`config.mk`:
```
export PLATFORM = sky130hd
export DESIGN_NAME = inst_fetch_queue
export DESIGN_NICKNAME = d
export VERILOG_FILES = /design/src/rtl/fetch_pkg.sv /design/src/rtl/fetch_fifo.sv /design/src/rtl/inst_fetch_queue.sv
export SDC_FILE = /design/constraint.sdc
export NUM_CORES = 1
export LEC_CHECK = 0
export ABC_CLOCK_PERIOD_IN_PS = 3820
export BUFFER_PORTS_ARGS = -buffer_cell sky130_fd_sc_hd__buf_2
export CELL_PAD_IN_SITES_DETAIL_PLACEMENT = 1
export CELL_PAD_IN_SITES_GLOBAL_PLACEMENT = 1
export CORE_UTILIZATION = 34
export CTS_BUF_LIST = sky130_fd_sc_hd__clkbuf_8
export CTS_CLUSTER_SIZE = 14
export DETAILED_ROUTE_END_ITERATION = 8
export GPL_ROUTABILITY_DRIVEN = 0
export PLACE_DENSITY = 0.64
export SYNTH_ARGS = -nofsm -noshare
export SYNTH_HDL_FRONTEND = slang
export SYNTH_SLANG_ARGS = --single-unit
```
`constraint.sdc`:
```
create_clock -name clk -period 3.82 [get_ports clk]
set_clock_uncertainty 0.1 [all_clocks]
set_input_delay 0.764 -clock clk [delete_from_list [all_inputs] [get_ports clk]]
set_output_delay 0.764 -clock clk [all_outputs]
set_load 0.01 [all_outputs]
```
`src/rtl/fetch_pkg.sv`:
```
// Shared types and constants for the instruction prefetch queue.
package fetch_pkg;

  localparam int          INST_W   = 32;
  localparam logic [31:0] NOP_INST = 32'h0;

  typedef enum logic [1:0] {
    S_IDLE = 2'd0,
    S_WAIT = 2'd1,
    S_DROP = 2'd2
  } fetch_state_e;

  typedef struct packed {
    logic [INST_W-1:0] pc;
    logic [INST_W-1:0] inst;
  } fetch_entry_t;

endpackage

```
`src/rtl/fetch_fifo.sv`:
```
// Synchronous FIFO with single-cycle flush; head is read combinationally.
module fetch_fifo #(
  parameter int DEPTH = 4,
  parameter int WIDTH = 64
) (
  input  logic             clk,
  input  logic             Reset,
  input  logic             flush,
  input  logic             push,
  input  logic [WIDTH-1:0] push_data,
  input  logic             pop,
  output logic [WIDTH-1:0] head,
  output logic             valid,
  output logic             full,
  output logic             empty
);

  localparam int PTR_W = $clog2(DEPTH);
  localparam int CNT_W = PTR_W + 1;
  localparam logic [CNT_W-1:0] CNT_FULL = CNT_W'(DEPTH);

  logic [PTR_W-1:0] rd_ptr;
  logic [PTR_W-1:0] wr_ptr;
  logic [CNT_W-1:0] count;
  logic [WIDTH-1:0] mem [DEPTH];
  logic             do_push;
  logic             do_pop;

  assign full    = (count == CNT_FULL);
  assign empty   = (count == '0);
  assign valid   = !empty;
  assign head    = mem[rd_ptr];
  assign do_push = push && !full;
  assign do_pop  = pop && !empty;

  // NOTE: state registers use non-blocking assignments so every flop samples pre-edge values.
  always_ff @(posedge clk) begin
    if (Reset || flush) begin
      rd_ptr <= '0;
      wr_ptr <= '0;
      count  <= '0;
    end else begin
      if (do_push) wr_ptr <= wr_ptr + PTR_W'(1);
      if (do_pop)  rd_ptr <= rd_ptr + PTR_W'(1);
      unique case ({do_push, do_pop})
        2'b10:   count <= count + CNT_W'(1);
        2'b01:   count <= count - CNT_W'(1);
        default: ;
      endcase
    end
  end

  // NOTE: storage is not reset; count gates every read, so stale words are never visible.
  always_ff @(posedge clk) begin
    if (do_push && !flush) mem[wr_ptr] <= push_data;
  end

endmodule

```
`src/rtl/inst_fetch_queue.sv`:
```
// Prefetch queue: one-outstanding sequential fetch engine feeding an in-order FIFO to IF/ID.
module inst_fetch_queue
  import fetch_pkg::*;
#(
  parameter int          DEPTH    = 4,
  parameter logic [31:0] RESET_PC = 32'h0
) (
  input  logic        clk,
  input  logic        Reset,
  input  logic        Redirect,
  input  logic [31:0] Redirect_PC,
  input  logic        Keep,
  output logic        Mem_req,
  output logic [31:0] Mem_addr,
  input  logic        Mem_ack,
  input  logic [31:0] Mem_inst,
  output logic        Inst_valid,
  output logic [31:0] Inst_IF,
  output logic [31:0] PC_IF,
  output logic [31:0] PCP4_IF,
  output logic        Full,
  output logic        Empty
);

  localparam logic [31:0] WORD_MASK = ~32'h3;

  fetch_state_e state, state_nxt;
  logic [31:0]  fetch_pc, fetch_pc_nxt;
  logic         mem_req_nxt;
  logic [31:0]  mem_addr_nxt;
  logic         ack_ok;
  logic         push;
  logic         pop;
  fetch_entry_t push_entry;
  fetch_entry_t head_entry;
  logic         fifo_valid;
  logic         fifo_full;
  logic         fifo_empty;

  // An ack only means something while a request is actually on the port.
  assign ack_ok = Mem_ack && Mem_req;

  // NOTE: every always_comb output gets a default first so no path can infer a latch.
  always_comb begin
    state_nxt    = state;
    fetch_pc_nxt = fetch_pc;
    mem_req_nxt  = Mem_req;
    mem_addr_nxt = Mem_addr;
    push         = 1'b0;
    unique case (state)
      S_IDLE: begin
        if (!Redirect && !fifo_full) begin
          mem_req_nxt  = 1'b1;
          mem_addr_nxt = fetch_pc;
          state_nxt    = S_WAIT;
        end
      end
      S_WAIT: begin
        if (ack_ok) begin
          mem_req_nxt = 1'b0;
          state_nxt   = S_IDLE;
          if (!Redirect) begin
            push         = 1'b1;
            fetch_pc_nxt = fetch_pc + 32'd4;
          end
        end else if (Redirect) begin
          // Request stays on the bus with its old address until memory answers.
          state_nxt = S_DROP;
        end
      end
      S_DROP: begin
        if (ack_ok) begin
          mem_req_nxt = 1'b0;
          state_nxt   = S_IDLE;
        end
      end
      default: state_nxt = S_IDLE;
    endcase
    if (Redirect) fetch_pc_nxt = Redirect_PC & WORD_MASK;
  end

  always_ff @(posedge clk) begin
    if (Reset) begin
      state    <= S_IDLE;
      fetch_pc <= RESET_PC & WORD_MASK;
      Mem_req  <= 1'b0;
      Mem_addr <= RESET_PC & WORD_MASK;
    end else begin
      state    <= state_nxt;
      fetch_pc <= fetch_pc_nxt;
      Mem_req  <= mem_req_nxt;
      Mem_addr <= mem_addr_nxt;
    end
  end

  assign push_entry = '{pc: Mem_addr, inst: Mem_inst};
  assign pop        = fifo_valid && !Keep;

  fetch_fifo #(
    .DEPTH (DEPTH),
    .WIDTH ($bits(fetch_entry_t))
  ) u_fifo (
    .clk       (clk),
    .Reset     (Reset),
    .flush     (Redirect),
    .push      (push),
    .push_data (push_entry),
    .pop       (pop),
    .head      (head_entry),
    .valid     (fifo_valid),
    .full      (fifo_full),
    .empty     (fifo_empty)
  );

  assign Inst_valid = fifo_valid;
  assign Inst_IF    = fifo_valid ? head_entry.inst : NOP_INST;
  assign PC_IF      = fifo_valid ? head_entry.pc : 32'h0;
  assign PCP4_IF    = fifo_valid ? head_entry.pc + 32'd4 : 32'h0;
  assign Full       = fifo_full;
  assign Empty      = fifo_empty;

endmodule

```
## Word-level counts from Yosys, hierarchy flattened

Memory sizes are Yosys's and may differ from the RTL's. A register that Yosys moved wholly into a read port is not among the register bits.
Index checks and enable logic that the tools add are counted.

| word-level totals | value |
|---|---|
| bits in registers | 74 |
| memory bits (writable) | 256 |
| input port bits | 69 |
| output and inout port bits | 132 |
| memories kept | 1 |

Memories:

| name | depth | width | read ports | clocked after Yosys merged registers in | write ports | RTL line | text |
|---|---|---|---|---|---|---|---|
| u_fifo.mem | 4 | 64 | 1 | 1 | 1 | fetch_fifo.sv:25 | `logic [WIDTH-1:0] mem [DEPTH];` |

| cells by class | value |
|---|---|
| add/sub/neg operators | 6 |
| eq/ne operators | 9 |
| multiplexer cells | 22 |
| reduce and logical (&&, ||, !) cells | 24 |

Operators by type and width:

| operator | count |
|---|---|
| two-way mux 32 bit | 6 |
| adder 32 x 3 -> 32 bit (second input constant) | 2 |
| two-way mux 2 bit | 6 |
| nonzero test 2 bit | 4 |
| two-way mux 1 bit | 7 |
| logical AND 1 bit | 6 |
| one-hot mux 2 bit (3 select lines) | 1 |
| one-hot mux 3 bit (2 select lines) | 1 |
| AND reduction 2 bit | 3 |
| AND reduction 3 bit | 2 |
| adder 2 x 1 -> 2 bit (second input constant) | 2 |
| == test 2 x 1 -> 1 bit (second input constant) | 2 |
| == test 2 bit (second input constant) | 2 |
| zero test 1 bit | 4 |
| != test 2 bit (second input constant) | 2 |
| OR reduction 2 bit | 2 |
| adder 3 x 1 -> 3 bit (second input constant) | 1 |
| == test 3 bit (second input constant) | 1 |
| zero test 3 bit | 1 |
| != test 3 bit (second input constant) | 1 |
| subtractor 3 x 1 -> 3 bit (second input constant) | 1 |
| zero test 2 bit | 1 |
| != test 2 x 1 -> 1 bit (second input constant) | 1 |
| one-hot mux 1 bit (2 select lines) | 1 |
| logical OR 1 bit | 1 |

## Longest topological paths before layout

| depth | value |
|---|---|
| depth after elaboration | 7 |
| depth in mapped cells | 11 |
| mapped depth without buffers | 11 |

## Hierarchy

Synthesis repeated with hierarchy kept, for this count alone.

| unflattened totals | value |
|---|---|
| cells, all modules | 969 |
| area total of the unflattened synthesis | 13917.1 sq um |

By module, submodules not included:

| module | times used | cells an instance | area each (sq um) |
|---|---|---|---|
| fetch_fifo | 1 | 390 | 9781.9 |
| inst_fetch_queue | 1 | 579 | 4135.2 |

## Least setup slack after synthesis

No wires, ideal clock.

| timing path | value |
|---|---|
| kind | input port to flip-flop |
| start | input Redirect |
| end | memory u_fifo.mem[1][0], enable pin |
| setup time | 426 ps |
| data arrival time | 2995 ps |
| data required time | 3294 ps |
| path slack | 299 ps |
| stages on the path | 3 |
| buffers on the path | 1 |
| cell sequence | clkbuf_1 nor3_1 and2_1 |

| on the way | value |
|---|---|
| longest elaborated chain between the ends | 7 |
| elaborated cells between the ends (all ways) | 8 |
| those cells by class | mux: 5; reduce/logical: 3 |

Ends and longest elaborated chain:

| what | RTL line | text |
|---|---|---|
| start, declared | inst_fetch_queue.sv:10 | `input logic Redirect,` |
| two-way mux 1 bit | inst_fetch_queue.sv:62 | `if (!Redirect) begin` |
| two-way mux 1 bit | inst_fetch_queue.sv:59 | `if (ack_ok) begin` |
| two-way mux 1 bit | inst_fetch_queue.sv:50 | `unique case (state)` |
| logical AND 1 bit | fetch_fifo.sv:33 | `assign do_push = push && !full;` |
| logical AND 1 bit (*) | fetch_fifo.sv:55 | `if (do_push && !flush) mem[wr_ptr] <= push_data;` |
| two-way mux 1 bit (*) | fetch_fifo.sv:55 |  |
| two-way mux 1 bit (not written as such) (*) | fetch_fifo.sv:55 |  |
| end, declared | fetch_fifo.sv:25 |  |

Mark *: on every way between the ends. The rest lies on a longest branch, timed or not.

==> run metrics <==
Leak about 6 nW; area grow syn2layout 22.2%; critical path data arrival time a little under 3 ns; Net Sw Power 1.61 mW; DRC viols 0; final wirelength about 35,000 um; dpl ws approximately 0.34 ns; multi-input logic area around 4500 um^2; DIE HEIGHT 202 um; vias in the first global route about 9,100; yosys warns 0; final instance area 16,700 um^2; Max Clk Rate between 200 and 300 MHz; CTS Buf Count 53; Post-synth EDFFs around 250; synth top area cells edfxtp_1, dfxtp_1, mux4_2; Mapped Avg Cell Area 14.6 um^2; Reg power frac 55.8%; antenna viol nets, final 0; WHS between 0.2 and 0.3 ns; HPWL after detailed placement 23,500 um; crit-path cells buf_8 -> mux4_2 -> buf_4 -> and4_4 -> nand3_4 -> or4_4 -> a21oi_2 -> buf_2; status finished, final reports clean; antenna violations before repair 0; Slowest-stage cell, CP or4_4; CORE AREA just under 40,000 um^2; Fillers 4,117; Yosys reg bits 320; Post-Syn Area 13,600 um^2; CTS Sinks between 300 and 400; Syn Inst Count 935; Antenna Diode Count 0; Setup WS post-layout ~0.014 ns; via/cell ratio around 4.9; fin crit share 99.6%; final hold violations 0; Top FF cell, synth edfxtp_1; RSZ-0062 raised after global routing true; sequential cell area 8900 um^2; R2R cell count 9; largest net degree at the start of global routing 64; GRT overflow 0; Clk pin slew, worst setup/hold paths 0.06 ns; Die Area 40,900 um^2; CTS tree built; Int Pwr 5.32 mW; worst vdd ir 212 uV; Area after DPL 15,200 um^2; startpoint class of the critical path flip-flop; top-count cell post-synth edfxtp_1; RR Startpoint u_fifo.count[1]$_SDFFE_PP0P_; Async SR Flop Fraction 0%; Switching Share 23.3%; cell taking the most area after synthesis edfxtp_1; CP required 2.96 ns; crit path capture type primary output; share of layout cells above drive strength 1 34.6%; H-Tree Depth 2; synth unique cells 54; Yosys top cell area share 54.6%; FP Rows just over 70; DRT Pass-1 Iters 4; top cells by count, synth edfxtp_1, nand2_1, dfxtp_1, and2_1, nor2_1; iteration-0 DRC count of the detailed router 324; Initial Util a little over a third; power per cell area roughly 420 nW/um^2; Clock Tree Root clkbuf_8; logic gate share of total power about 4.5%; DR vias 8,562; DR WL/cell 19.8 um; die width 202 um; sequential area share after synthesis 65.2%; slew margin rel. 49.5%; Setup TNS 0 ns; class of the worst hold path input port to flip-flop; CP Max Fanout 7; Final nets 1,270; worst setup path endpoint PCP4_IF[25]; clock share of power 39.7%; Final min period about 3.8 ns; Worst R2R End u_fifo.count[2]$_SDFFE_PP0P_; latest clock arrival within the worst-skew pair 0.64 ns; setup violators final 0; R2R Setup Slk between 0.8 and 0.9 ns; CP Class flip-flop to primary output; Slew @ Worst Pin 0.756 ns; Ports 201; Max clock buf depth 3; Buffers on Ports 192; Slew Limit Fails 0; first-pass GRT wire length 53,800 um; max_cap viols 0; total track usage 17.2%; crit-path max cell delay between 0.5 and 0.6 ns
-- area by class of cell --
type                       count  share of cell area (%)
inverter                      17                   0.383
multi-input combinational    544                    27.0
clock inverter                44                    1.35
timing repair buffer         253                    9.50
sequential                   320                    53.4
clock buffer                  54                    4.46
tap                          518                    3.89
-- how the worst min path moves through the flow --
stage                                  end  depth (start not counted)                 startpoint
2_1_floorplan    Mem_addr[31]$_SDFFE_PP0P_                          2  fetch_pc[31]$_SDFFE_PP0P_
3_3_place_gp     Mem_addr[31]$_SDFFE_PP0P_                          2  fetch_pc[31]$_SDFFE_PP0P_
3_5_place_dp     Mem_addr[31]$_SDFFE_PP0P_                          2  fetch_pc[31]$_SDFFE_PP0P_
4_1_cts           fetch_pc[4]$_SDFFE_PP0P_                          3             Redirect_PC[4]
5_1_grt        u_fifo.mem[0][10]$_DFFE_PP_                          1               Mem_inst[10]
6_report          fetch_pc[4]$_SDFFE_PP0P_                          3             Redirect_PC[4]
-- routing by layer --
layer / share of wire (%) / up-vias / routed length, um / GRT usage, %
li1: - / 4042 / - / -
met1: 46 / 4233 / 16000 / 23.3
met2: 46 / 231 / 16100 / 27.7
met3: 4.6 / 56 / 1610 / 2.90
met4: 2.8 / 0 / 986 / 6.55
met5: 0 / - / 0 / 0
-- metrics by stage --
step	util (%)	total power, mW	cells
after floorplan	-	4.10	940
after global placement	38.8	4.24	1617
after detailed placement	38.8	4.25	1617
after CTS	42.3	7.03	1738
after global routing	42.6	7.20	1750
final	42.6	6.93	1750
-- what timing repair did --
item                                    4_1_cts  5_1_grt
pin swaps                                    13        3
gates cloned                                  1        0
hold endpoints to repair                      0        0
resized for setup                            53       13
setup buffers                                23       12
hold buffers                                  0        0
endpoints found under the setup margin       20       18
-- cells by family after synthesis --
group / synth area share [%]
AO/OA/AOI/OAI: 4.02
buffers and inverters: 3.09
flip-flops: 65.2
other: 0.0275
adder cells (fa/ha/maj): 1.16
XOR/XNOR: 2.51
multiplexers: 11.5
AND/OR/NAND/NOR: 12.4
-- critical path, delay by kind of cell, from the launching register on --
kind | cells | cell delay, ns
buffers and inverters | 3 | 0.43
multiplexers | 1 | 0.39
AO/OA/AOI/OAI | 1 | 0.15
AND/OR/NAND/NOR | 3 | 0.92
flip-flops | 1 | 0.40
-- placed cells by master, fill, tap and decap left out, drive strengths merged, types with 3 or more instances in the layout --
cell type / instances
nand3: 21
o31ai: 6
and4: 8
and3: 8
buf: 252
and2: 69
or3: 6
xor2: 17
conb: 6
nor2: 59
nand2: 94
mux2: 9
clkinv: 17
a21oi: 51
a311oi: 3
edfxtp: 248
or4: 5
ha: 11
nand4: 18
inv: 41
a2111oi: 3
nor3: 11
dfxtp: 72
o21ai: 7
xnor2: 22
nor4: 15
clkbuf: 54
a211oi: 19
mux4: 62
-- sequential cells by signal, summed over array words and instances (netlist names), named ones only --
signal         flops
Mem_addr          30
state              2
fetch_pc          30
u_fifo.wr_ptr      2
u_fifo.mem       248
Mem_req            1
u_fifo.rd_ptr      2
u_fifo.count       3
-- power groups by stage --
stage	Sequential, mW	Combinational (mW)	Clock, mW
2_1_floorplan	3.92	0.175	0
3_3_place_gp	3.94	0.301	0
3_5_place_dp	3.94	0.308	0
4_1_cts	3.87	0.318	2.84
5_1_grt	3.88	0.352	2.97
6_report	3.87	0.314	2.75
Note: power is estimated with default switching activity, not from simulation.
